## src/rtl/fifo_param.sv

```systemverilog
// Parametrised synchronous FIFO for PCM samples: occupancy count, almost-full/
// almost-empty thresholds, sticky overflow/underflow flags, standard or FWFT read.
module fifo_param #(
  parameter int unsigned DATA_WIDTH = 8,
  parameter int unsigned ADDR_WIDTH = 4,
  parameter int unsigned AF_LEVEL   = 12,
  parameter int unsigned AE_LEVEL   = 4,
  parameter int unsigned FWFT       = 0
) (
  input  logic                  clk,
  input  logic                  reset,
  input  logic                  wr,
  input  logic [DATA_WIDTH-1:0] data_in,
  input  logic                  rd,
  output logic [DATA_WIDTH-1:0] data_out,
  output logic                  full,
  output logic                  empty,
  output logic                  almost_full,
  output logic                  almost_empty,
  output logic [ADDR_WIDTH:0]   count,
  output logic                  overflow,
  output logic                  underflow,
  input  logic                  clr_err
);

  localparam int unsigned DEPTH = 2 ** ADDR_WIDTH;
  localparam int unsigned CW    = ADDR_WIDTH + 1;

  logic [DATA_WIDTH-1:0] mem [DEPTH];
  logic [ADDR_WIDTH-1:0] wr_ptr;
  logic [ADDR_WIDTH-1:0] rd_ptr;
  logic [CW-1:0]         count_q;
  logic                  overflow_q;
  logic                  underflow_q;
  logic                  rd_ok;
  logic                  wr_ok;

  // Status flags decode the registered occupancy directly.
  assign count        = count_q;
  assign empty        = (count_q == '0);
  assign full         = (count_q == CW'(DEPTH));
  assign almost_full  = (count_q >= CW'(AF_LEVEL));
  assign almost_empty = (count_q <= CW'(AE_LEVEL));
  assign overflow     = overflow_q;
  assign underflow    = underflow_q;

  // A write into a full FIFO is only accepted when a read frees a slot.
  assign rd_ok = rd & ~empty;
  assign wr_ok = wr & (~full | rd_ok);

  // Storage is deliberately left out of reset.
  always_ff @(posedge clk) begin
    if (wr_ok) begin
      mem[wr_ptr] <= data_in;
    end
  end

  // Pointers wrap naturally at the power-of-two depth; count tracks net change.
  always_ff @(posedge clk or negedge reset) begin
    if (!reset) begin
      wr_ptr  <= '0;
      rd_ptr  <= '0;
      count_q <= '0;
    end else begin
      if (wr_ok) begin
        wr_ptr <= wr_ptr + ADDR_WIDTH'(1);
      end
      if (rd_ok) begin
        rd_ptr <= rd_ptr + ADDR_WIDTH'(1);
      end
      if (wr_ok && !rd_ok) begin
        count_q <= count_q + CW'(1);
      end else if (rd_ok && !wr_ok) begin
        count_q <= count_q - CW'(1);
      end
    end
  end

  // Sticky error flags; a new event in the clearing cycle keeps the flag set.
  always_ff @(posedge clk or negedge reset) begin
    if (!reset) begin
      overflow_q  <= 1'b0;
      underflow_q <= 1'b0;
    end else begin
      overflow_q  <= (wr & ~wr_ok) | (overflow_q & ~clr_err);
      underflow_q <= (rd & empty)  | (underflow_q & ~clr_err);
    end
  end

  if (FWFT != 0) begin : g_fwft
    // Head word is presented whenever the FIFO holds data; zero while empty.
    assign data_out = empty ? '0 : mem[rd_ptr];
  end else begin : g_std
    logic [DATA_WIDTH-1:0] dout_q;

    // Registered read: head word captured on the accepting read edge.
    always_ff @(posedge clk or negedge reset) begin
      if (!reset) begin
        dout_q <= '0;
      end else if (rd_ok) begin
        dout_q <= mem[rd_ptr];
      end
    end

    assign data_out = dout_q;
  end

endmodule
```

## config.mk

```make
export PLATFORM = sky130hd
export DESIGN_NAME = fifo_param
export DESIGN_NICKNAME = d
export VERILOG_FILES = /design/src/rtl/fifo_param.sv
export SDC_FILE = /design/constraint.sdc
export NUM_CORES = 1
export LEC_CHECK = 0
export CORE_ASPECT_RATIO = 0.5
export CORE_MARGIN = 2
export CORE_UTILIZATION = 60
export CTS_CLUSTER_DIAMETER = 60
export CTS_CLUSTER_SIZE = 40
export DETAILED_ROUTE_END_ITERATION = 12
export HOLD_SLACK_MARGIN = 0.08
export PLACE_DENSITY = 0.81
export SLEW_MARGIN = 20
export SYNTH_ARGS = -nofsm -noshare
export SYNTH_HDL_FRONTEND = slang
export SYNTH_SLANG_ARGS = --single-unit
export TNS_END_PERCENT = 10
```

## constraint.sdc

```tcl
create_clock -name clk -period 4.45 [get_ports clk]
set_clock_uncertainty 0.2 [all_clocks]
set_input_delay 1.335 -clock clk [delete_from_list [all_inputs] [get_ports clk]]
set_output_delay 1.335 -clock clk [all_outputs]
set_load 0.005 [all_outputs]
```

==> results of run 1 <==
==> registers in the layout, summed over array words and instances (netlist names) <==
name / cells
count: 5
data_out: 8
mem: 128
overflow: 1
rd_ptr: 4
underflow: 1
wr_ptr: 4
==> where the power goes <==
group          internal [mW]  total [mW]  switching [mW]
Sequential              1.76        2.02           0.257
Clock                  0.846        1.37           0.529
Combinational          0.696        1.32           0.621
==> placed cells by master (no fill, tap or decap), types with 7 or more instances in the layout <==
cell / synthesis / layout
o221ai_1: 7 / 7
clkbuf_16: 0 / 17
dfrtp_1: 23 / 22
edfxtp_1: 128 / 128
inv_1: 8 / 8
nand2_1: 21 / 21
nor2_1: 16 / 16
xnor2_1: 9 / 9
mux4_2: 27 / 27
clkdlybuf4s50_1: 0 / 30
ha_1: 10 / 10
mux2i_1: 17 / 17
buf_4: 3 / 18
==> critical path, cell delays in order <==
cell	delay [ns]
clkdlybuf4s50_1	0.51
o21a_1	0.35
ha_1	0.28
inv_1	0.13
ha_1	0.32
a21o_1	0.19
a21oi_1	0.16
mux2i_1	0.23
xnor2_1	0.15
==> layer usage <==
| layer | up-vias | share of wire, % | GRT usage (%) | wire length (µm) |
|---|---|---|---|---|
| li1 | 1365 | - | - | - |
| met4 | 0 | 2.2 | 10.8 | 287 |
| met5 | - | 0 | 0 | 0 |
| met1 | 1667 | 41 | 34.0 | 5310 |
| met3 | 31 | 7.6 | 4.91 | 994 |
| met2 | 184 | 50 | 43.1 | 6500 |
==> per-stage QoR <==
stage / util [%] / setup slack (ns)
CTS: 71.5 / 0.904
floorplan: - / 1.15
finish: 71.4 / 0.901
detailed placement: 65.8 / 0.502
global route: 71.4 / 0.760
global placement: 65.8 / 0.638
==> final cells by class <==
type / count / area, µm²
flip-flops and latches: 151 / 4420
inverters: 9 / 36.3
multi-input cells: 143 / 1560
well taps: 140 / 175
fillers: 595 / 2880
clock buffers: 21 / 460
repair buffers: 49 / 440
clock inverters: 11 / 108
==> cells in the mapped netlist <==
library cell / instances / area share, %
edfxtp_1: 128 / 63
mux4_2: 27 / 9.9
dfrtp_1: 23 / 9.4
nand2_1: 21 / 1.3
mux2i_1: 17 / 2.8
nor2_1: 16 / 0.98
ha_1: 10 / 2.0
xnor2_1: 9 / 1.3
inv_1: 8 / 0.49
o221ai_1: 7 / 1.0
buf_2: 6 / 0.49
buf_6: 5 / 0.92
mux4_1: 5 / 2.1
nor3_1: 5 / 0.41
buf_4: 3 / 0.37
nand2b_1: 3 / 0.31
o21ai_0: 3 / 0.24
a21o_1: 2 / 0.24
a21oi_1: 2 / 0.16
a22o_1: 2 / 0.29
clkbuf_1: 2 / 0.12
nand4_1: 2 / 0.20
o21a_1: 2 / 0.24
a2111oi_4: 1 / 0.45
a311oi_2: 1 / 0.24
and2b_4: 1 / 0.16
buf_1: 1 / 0.061
fa_1: 1 / 0.33
inv_4: 1 / 0.10
nand2_2: 1 / 0.10
nand3_1: 1 / 0.081
nor2b_1: 1 / 0.10
nor2b_2: 1 / 0.14
nor4_2: 1 / 0.20
xor2_1: 1 / 0.14
==> final timing paths <==
kind,endpoint,slack [ns],cells past startpoint
max reg2reg,count[4]$_DFFE_PN0P_,1.41,10
max in group asynchronous,rd_ptr[2]$_DFFE_PN0P_,2.90,1
min,data_out[7]$_DFFE_PN0P_,0.31,2
min in group asynchronous,data_out[2]$_DFFE_PN0P_,0.72,1
max,count[4]$_DFFE_PN0P_,0.90,9
min reg2reg,data_out[7]$_DFFE_PN0P_,0.31,2
==> cell families (layout without fill, tap and decap cells) <==
logic type / count (synthesis) / after routing / share of synthesized area, %
xor gates and xnor gates: 10 / 10 / 1.43
adders and majority gates: 11 / 11 / 2.36
DFF: 151 / 151 / 72.0
muxes: 49 / 49 / 14.8
AOI/OAI and AO/OA: 20 / 20 / 2.87
and+or+nand+nor: 53 / 53 / 3.97
buffers and inverters: 26 / 90 / 2.55
==> impl_metrics.tcl, run 1 <==
set metrics [dict create \
    status "finished clean" \
    drcViolationCount 0 \
    diodes 0 \
    rows 26 \
    vias_per_cell 6.20 \
    arrival_ns 3.67 \
    drt_wl_total_um 13100 \
    die_h_um 75.5 \
    holdBufCountCts 0 \
    antenna_found_initial 0 \
    clk_latency_ns 0.41 \
    clock_path_buffers 2 \
    detailed_place_hpwl_um 8190 \
    cap_violations 0 \
    final_layout_size_suffix_gt1_share_pct 21.4 \
    worst_pin_slew_ns 1.03 \
    worstPathRequired_ns 4.57 \
    slew_violations 0 \
    nets 395 \
    hold_viol 0 \
    post-route-min-period_ns 3.55 \
    ir_drop_uv 374 \
    numCtsBuffers 17 \
    yosysUniqueCellTypes 35 \
    grt_max_degree 24 \
    cts_tree "done" \
    area_growth_syn_to_layout_pct 17.3 \
    vias 3247 \
    final_area_mm2 0.00720 \
    fp.dieArea_mm2 0.0111 \
    p_per_area_mw_per_mm2 654 \
    grt_pass1_wl_um 19600 \
    tns_ns 0 \
    post_cts_buffers 0 \
    grt_usage_pct 25.5 \
    rr_startpoint "count[0]$_DFFE_PN0P_" \
    period_share_pct 79.8 \
    ant_nets 0 \
    ys_ff_latch 151 \
    maxSlewHeadroom_pct 31.4 \
    whs_ns 0.309 \
    fin_cells 524 \
    end_kind "flop" \
    root_buffer "clkbuf_16" \
    yosysWarningCount 0 \
    grt_pass1_vias 3315 \
    syn_nets 344 \
    timing.critical_path.from "rd" \
    initial_core_util_pct 60.9 \
    clkTransAtPathRegs_ns 0.06 \
    syn-cell-area_mm2 0.00614 \
    critical_path_class "in -> reg" \
    gp_congestion 0.874 \
    portBuffers 31 \
    io_pins 32 \
    rsz0062_at_grt "false" \
    synthCells 320 \
    die_w_um 147 \
    drtPass1Iterations 6 \
    grt_overflow 0 \
    htree_levels 4 \
    core_mm2 0.0101 \
    worst_hold_path_type "reg -> reg" \
    numClockSinks 151 \
    fmax_ghz 0.282 \
    p_leak_nw 2.53 \
    cts_resized 0 \
    cp_max_fo 9 \
    routedWlPerCell_um 25.0 \
    drt_iter0_drc 352 \
    start_kind "input port" \
    dpl_cell_area_mm2 0.00664 \
    power_mw 4.71 \
    syn_area_per_cell_um2 19.2 \
    setup_viol 0 \
    hold_start "data_out[7]$_DFFE_PN0P_" \
    seq_area_frac_synth_pct 72.0 \
    place_inst 492 \
]
Note: power is estimated with default switching activity, not from simulation.
==> inputs of run 2 (changes only) <==
--- a/config.mk
+++ b/config.mk
@@ -7,12 +7,12 @@
 export LEC_CHECK = 0
 export CORE_ASPECT_RATIO = 0.5
 export CORE_MARGIN = 2
-export CORE_UTILIZATION = 60
+export CORE_UTILIZATION = 59
 export CTS_CLUSTER_DIAMETER = 60
 export CTS_CLUSTER_SIZE = 40
 export DETAILED_ROUTE_END_ITERATION = 12
 export HOLD_SLACK_MARGIN = 0.08
-export PLACE_DENSITY = 0.81
+export PLACE_DENSITY = 0.8
 export SLEW_MARGIN = 20
 export SYNTH_ARGS = -nofsm -noshare
 export SYNTH_HDL_FRONTEND = slang
==> constraint.sdc (replaced) <==
create_clock -name clk -period 3.63 [get_ports clk]
set_clock_uncertainty 0.2 [all_clocks]
set_input_delay 1.089 -clock clk [delete_from_list [all_inputs] [get_ports clk]]
set_output_delay 1.089 -clock clk [all_outputs]
set_load 0.005 [all_outputs]
==> run 2 against run 1 <==
Net effect:
- final cell count increased by 1.1%
- global-route usage down 1.5 points
- combinational power up 25%
- wire length shrank 6.3%
- clock-buffer cell count decreased by 4
- power grew 22%
==> impl_metrics.tcl, run 2 (synthesis results as in run 1) <==
set metrics [dict create \
    status "finished clean" \
    final_common_cell "edfxtp_1" \
    seqPwrFrac_pct 41.5 \
    grt_pass1_vias 3399 \
    io_pins 32 \
    clkTransAtPathRegs_ns 0.06 \
    wl_met2_um 5880 \
    finalWorstSetupSlack_ns 0.425 \
    post_cts_buffers 0 \
    period_share_pct 88.3 \
    drcViolationCount 0 \
    seq_area_mm2 0.00442 \
    mostFrequentLayoutCells "edfxtp_1, clkdlybuf4s50_1, mux4_2" \
    worstPathRequired_ns 2.34 \
    worst_hold_path_type "reg -> reg" \
    power_switching_mw 1.74 \
    fmax_ghz 0.312 \
    p_per_area_mw_per_mm2 794 \
    place_inst 498 \
    clock_path_buffers 2 \
    sw_frac_of_total_pct 30.1 \
    end_kind "output port" \
    ant_nets 0 \
    cap_violations 0 \
    maxSlewHeadroom_pct 62.3 \
    nets 401 \
    portBuffers 31 \
    cts_resized 0 \
    routedWlPerCell_um 23.2 \
    holdBufCountCts 0 \
    whs_ns 0.312 \
    fp.dieArea_mm2 0.0113 \
    top_register "mem" \
    post-route-min-period_ns 3.21 \
    root_buffer "clkbuf_16" \
    power_mw 5.76 \
    core_mm2 0.0101 \
    dpl_cell_area_mm2 0.00668 \
    hold_viol 0 \
    tns_ns 0 \
    gp_congestion 0.815 \
    dr_wl_met3_um 902 \
    grt_usage_pct 24.0 \
    fin_util_pct 71.5 \
    arrival_ns 1.92 \
    dpl_worst_slack_ns 0.0208 \
    drt_wl_total_um 12300 \
    drt_iter0_drc 316 \
    die_w_um 148 \
    grt_max_degree 35 \
    worst_pin_slew_ns 0.566 \
    vias 3209 \
    slew_violations 0 \
    grt_pass1_wl_um 19300 \
    rows 26 \
    detailed_place_hpwl_um 7620 \
    die_h_um 76.1 \
    critical_path_class "reg -> out" \
    numCtsBuffers 17 \
    start_kind "flop" \
    clk_latency_ns 0.42 \
    vias_per_cell 6.05 \
    htree_levels 4 \
    antenna_found_initial 0 \
    fin_cells 530 \
    wl_met1_um 5230 \
    diodes 0 \
    comb_power_share_pct 28.7 \
    fillCellCount 585 \
    ir_drop_uv 467 \
    drtPass1Iterations 4 \
    cts_tree "done" \
    largest_reg_flops 128 \
    p_int_mw 4.03 \
    initial_core_util_pct 60.5 \
    setup_viol 0 \
    final_area_mm2 0.00726 \
    numClockSinks 151 \
    multi_input_area_mm2 0.00156 \
    grt_overflow 0 \
    rsz0062_at_grt "false" \
    p_clk_share_pct 29.8 \
    final_layout_size_suffix_gt1_share_pct 23.1 \
    area_growth_syn_to_layout_pct 18.3 \
    p_leak_nw 2.56 \
    cp_max_fo 5 \
    top_layer_used "met4" \
]
-- run 2: critical path, stage by stage (launching register included) --
cell and delay [ns]:
dfrtp_1 0.44, nor4_2 0.34, and2b_4 0.22, clkdlybuf4s50_1 0.50
-- run 2: worst paths after layout --
path / endpoint / from / slack, ns / cells past startpoint
worst max-delay path: empty / count[1]$_DFFE_PN0P_ / 0.42 / 3
worst min-delay path: overflow$_DFF_PN0_ / overflow$_DFF_PN0_ / 0.31 / 1
worst max register to register: count[4]$_DFFE_PN0P_ / count[1]$_DFFE_PN0P_ / 0.81 / 10
worst min register to register: overflow$_DFF_PN0_ / overflow$_DFF_PN0_ / 0.31 / 1
max in group asynchronous: rd_ptr[0]$_DFFE_PN0P_ / reset / 2.11 / 2
min in group asynchronous: overflow$_DFF_PN0_ / reset / 0.83 / 2
-- run 2: power by group through the flow --
stage | combinational [mW] | sequential, mW | clock, mW
floorplan | 1.21 | 2.30 | 0
global route | 1.78 | 2.43 | 1.82
CTS | 1.66 | 2.39 | 1.74
global placement | 1.56 | 2.39 | 0
detailed placement | 1.63 | 2.42 | 0
finish | 1.65 | 2.39 | 1.72
-- run 2: cell type report --
class	instances	share of cell area, %
multi-input combinational	143	21.5
tap	140	2.41
inverter	9	0.500
timing repair buffer	55	6.75
clock inverter	15	2.08
clock buffer	17	5.86
sequential	151	60.9
-- run 2: metal layers --
layer  up-vias  global-route usage [%]
met3        26                    7.43
met4         0                    9.43
li1       1369                       -
met2       143                    36.3
met5         -                       0
met1      1671                    33.3
==> inputs of run 3 (changes only) <==
--- a/config.mk
+++ b/config.mk
@@ -5,9 +5,11 @@
 export SDC_FILE = /design/constraint.sdc
 export NUM_CORES = 1
 export LEC_CHECK = 0
+export CELL_PAD_IN_SITES_DETAIL_PLACEMENT = 1
+export CELL_PAD_IN_SITES_GLOBAL_PLACEMENT = 1
 export CORE_ASPECT_RATIO = 0.5
 export CORE_MARGIN = 2
-export CORE_UTILIZATION = 59
+export CORE_UTILIZATION = 52
 export CTS_CLUSTER_DIAMETER = 60
 export CTS_CLUSTER_SIZE = 40
 export DETAILED_ROUTE_END_ITERATION = 12
==> run 3 against run 2 <==
Net effect:
- flip-flop and latch count stayed put
- final cell count is 3.6% higher
- die area is 13% higher
- hold slack better by 0.0082 ns
- largest power group unchanged
- utilization is 7.1 points lower
- combinational power hardly changed
- via count is 1.9% lower
==> impl_metrics.tcl, run 3 (synthesis results as in run 1) <==
set metrics [dict create \
    status "finished clean" \
    portBuffers 31 \
    hold_viol 0 \
    drcViolationCount 0 \
    worstPathRequired_ns 2.34 \
    power_mw 5.69 \
    crit_family "simple AND/OR/NAND/NOR gates" \
    numClockSinks 151 \
    clock_path_buffers 2 \
    diodes 0 \
    ir_drop_uv 371 \
    nets 401 \
    fin_util_pct 64.5 \
    whs_ns 0.320 \
    numCtsBuffers 17 \
    vias_per_cell 5.74 \
    drt_wl_total_um 13500 \
    tns_ns 0 \
    antenna_found_initial 0 \
    arrival_ns 1.92 \
    grt_usage_pct 23.7 \
    setup_viol 0 \
    holdBufCountCts 0 \
    largest_reg_flops 128 \
    vias 3149 \
    top_register "mem" \
    final_common_cell "edfxtp_1" \
    rows 27 \
    worst_pin_slew_ns 0.815 \
    end_kind "output port" \
    ant_nets 0 \
    fp.dieArea_mm2 0.0127 \
    mostFrequentLayoutCells "edfxtp_1, clkdlybuf4s50_1, mux4_2" \
    cp_slowest_cell "clkdlybuf4s50_1" \
    htree_levels 4 \
    period_share_pct 88.5 \
    cap_violations 0 \
    core_mm2 0.0112 \
    drt_iter0_drc 271 \
    grt_max_degree 27 \
    maxSlewHeadroom_pct 45.7 \
    detailed_place_hpwl_um 8750 \
    rsz0062_at_grt "false" \
    start_kind "flop" \
    final_area_mm2 0.00725 \
    dpl_cell_area_mm2 0.00671 \
    slew_violations 0 \
    slowest_delay_ns 0.49 \
    clk_latency_ns 0.42 \
    grt_pass1_wl_um 21100 \
    p_per_area_mw_per_mm2 785 \
    critical_path_class "reg -> out" \
    p_leak_nw 2.54 \
    die_h_um 80.8 \
    area_growth_syn_to_layout_pct 18.1 \
    grt_pass1_vias 3454 \
    initial_core_util_pct 54.6 \
    cts_resized 0 \
    root_buffer "clkbuf_16" \
    grt_overflow 0 \
    gp_congestion 0.756 \
    crit_chain "nor4_2 -> and2b_4 -> clkdlybuf4s50_1" \
    routedWlPerCell_um 24.6 \
    fmax_ghz 0.311 \
    die_w_um 158 \
    post-route-min-period_ns 3.21 \
    drtPass1Iterations 4 \
    io_pins 32 \
    path_buf_inv 1 \
    post_cts_buffers 0 \
    clkTransAtPathRegs_ns 0.06 \
    worst_hold_path_type "reg -> reg" \
    cts_tree "done" \
    fillCellCount 961 \
    cp_max_fo 5 \
    final_layout_size_suffix_gt1_share_pct 22.6 \
]
==> run 3: changes by cell type in the layout (fill, tap and decap cells not counted) <==
cell and delta:
bufinv_16 -2, dfrtp_2 -1, inv_6 +1, clkinv_4 +1
dfrtp_1 +1, clkinvlp_4 -1, clkinv_2 -2, clkbuf_1 +1
inv_8 +2
==> run 3: report_power, final <==
group	total (mW)	internal [mW]	switching [mW]
clock network	1.61	0.889	0.725
registers	2.41	2.16	0.253
logic	1.67	0.861	0.807
total	5.69	3.91	1.79
==> run 3: final cells by class <==
type,count,area [µm²],share of cell area (%)
Clock buffer,18,429,5.92
Multi-Input combinational cell,143,1560,21.6
Clock inverter,14,114,1.57
Timing Repair Buffer,55,490,6.76
Tap cell,159,199,2.74
Inverter,9,36.3,0.500
Sequential cell,151,4420,60.9
==> run 3: final timing paths <==
kind / start / to / slack [ns] / cells after the start
setup / recovery: count[1]$_DFFE_PN0P_ / empty / 0.42 / 3
hold / removal: underflow$_DFF_PN0_ / underflow$_DFF_PN0_ / 0.32 / 1
setup reg to reg: count[1]$_DFFE_PN0P_ / count[4]$_DFFE_PN0P_ / 0.81 / 10
hold reg to reg: underflow$_DFF_PN0_ / underflow$_DFF_PN0_ / 0.32 / 1
max in group asynchronous: reset / count[4]$_DFFE_PN0P_ / 2.11 / 2
min in group asynchronous: reset / count[1]$_DFFE_PN0P_ / 0.85 / 2
==> run 3: worst reg2reg max path: stages, from the launching register on <==
cell	delay (ns)
dfrtp_1	0.45
nor4_2	0.35
nand2_1	0.13
o21a_1	0.21
ha_1	0.22
inv_1	0.15
ha_1	0.28
a21o_1	0.19
a21oi_1	0.18
mux2i_1	0.23
xnor2_1	0.14
==> run 3: metrics by stage <==
stage	worst slack [ns]	instances
floorplan	0.576	320
global placement	0.167	517
detailed placement	0.0457	517
CTS	0.394	549
global route	0.241	549
finish	0.418	549
==> run 3: routing by layer <==
| metal | part of all wire (%) | wire, µm | vias to the layer above | GRT usage [%] |
|---|---|---|---|---|
| met5 | 0 | 0 | - | 0 |
| met3 | 5.5 | 741 | 14 | 4.86 |
| met4 | 1.0 | 139 | 0 | 9.73 |
| met1 | 44 | 5950 | 1664 | 31.9 |
| li1 | - | - | 1378 | - |
| met2 | 49 | 6650 | 93 | 38.6 |
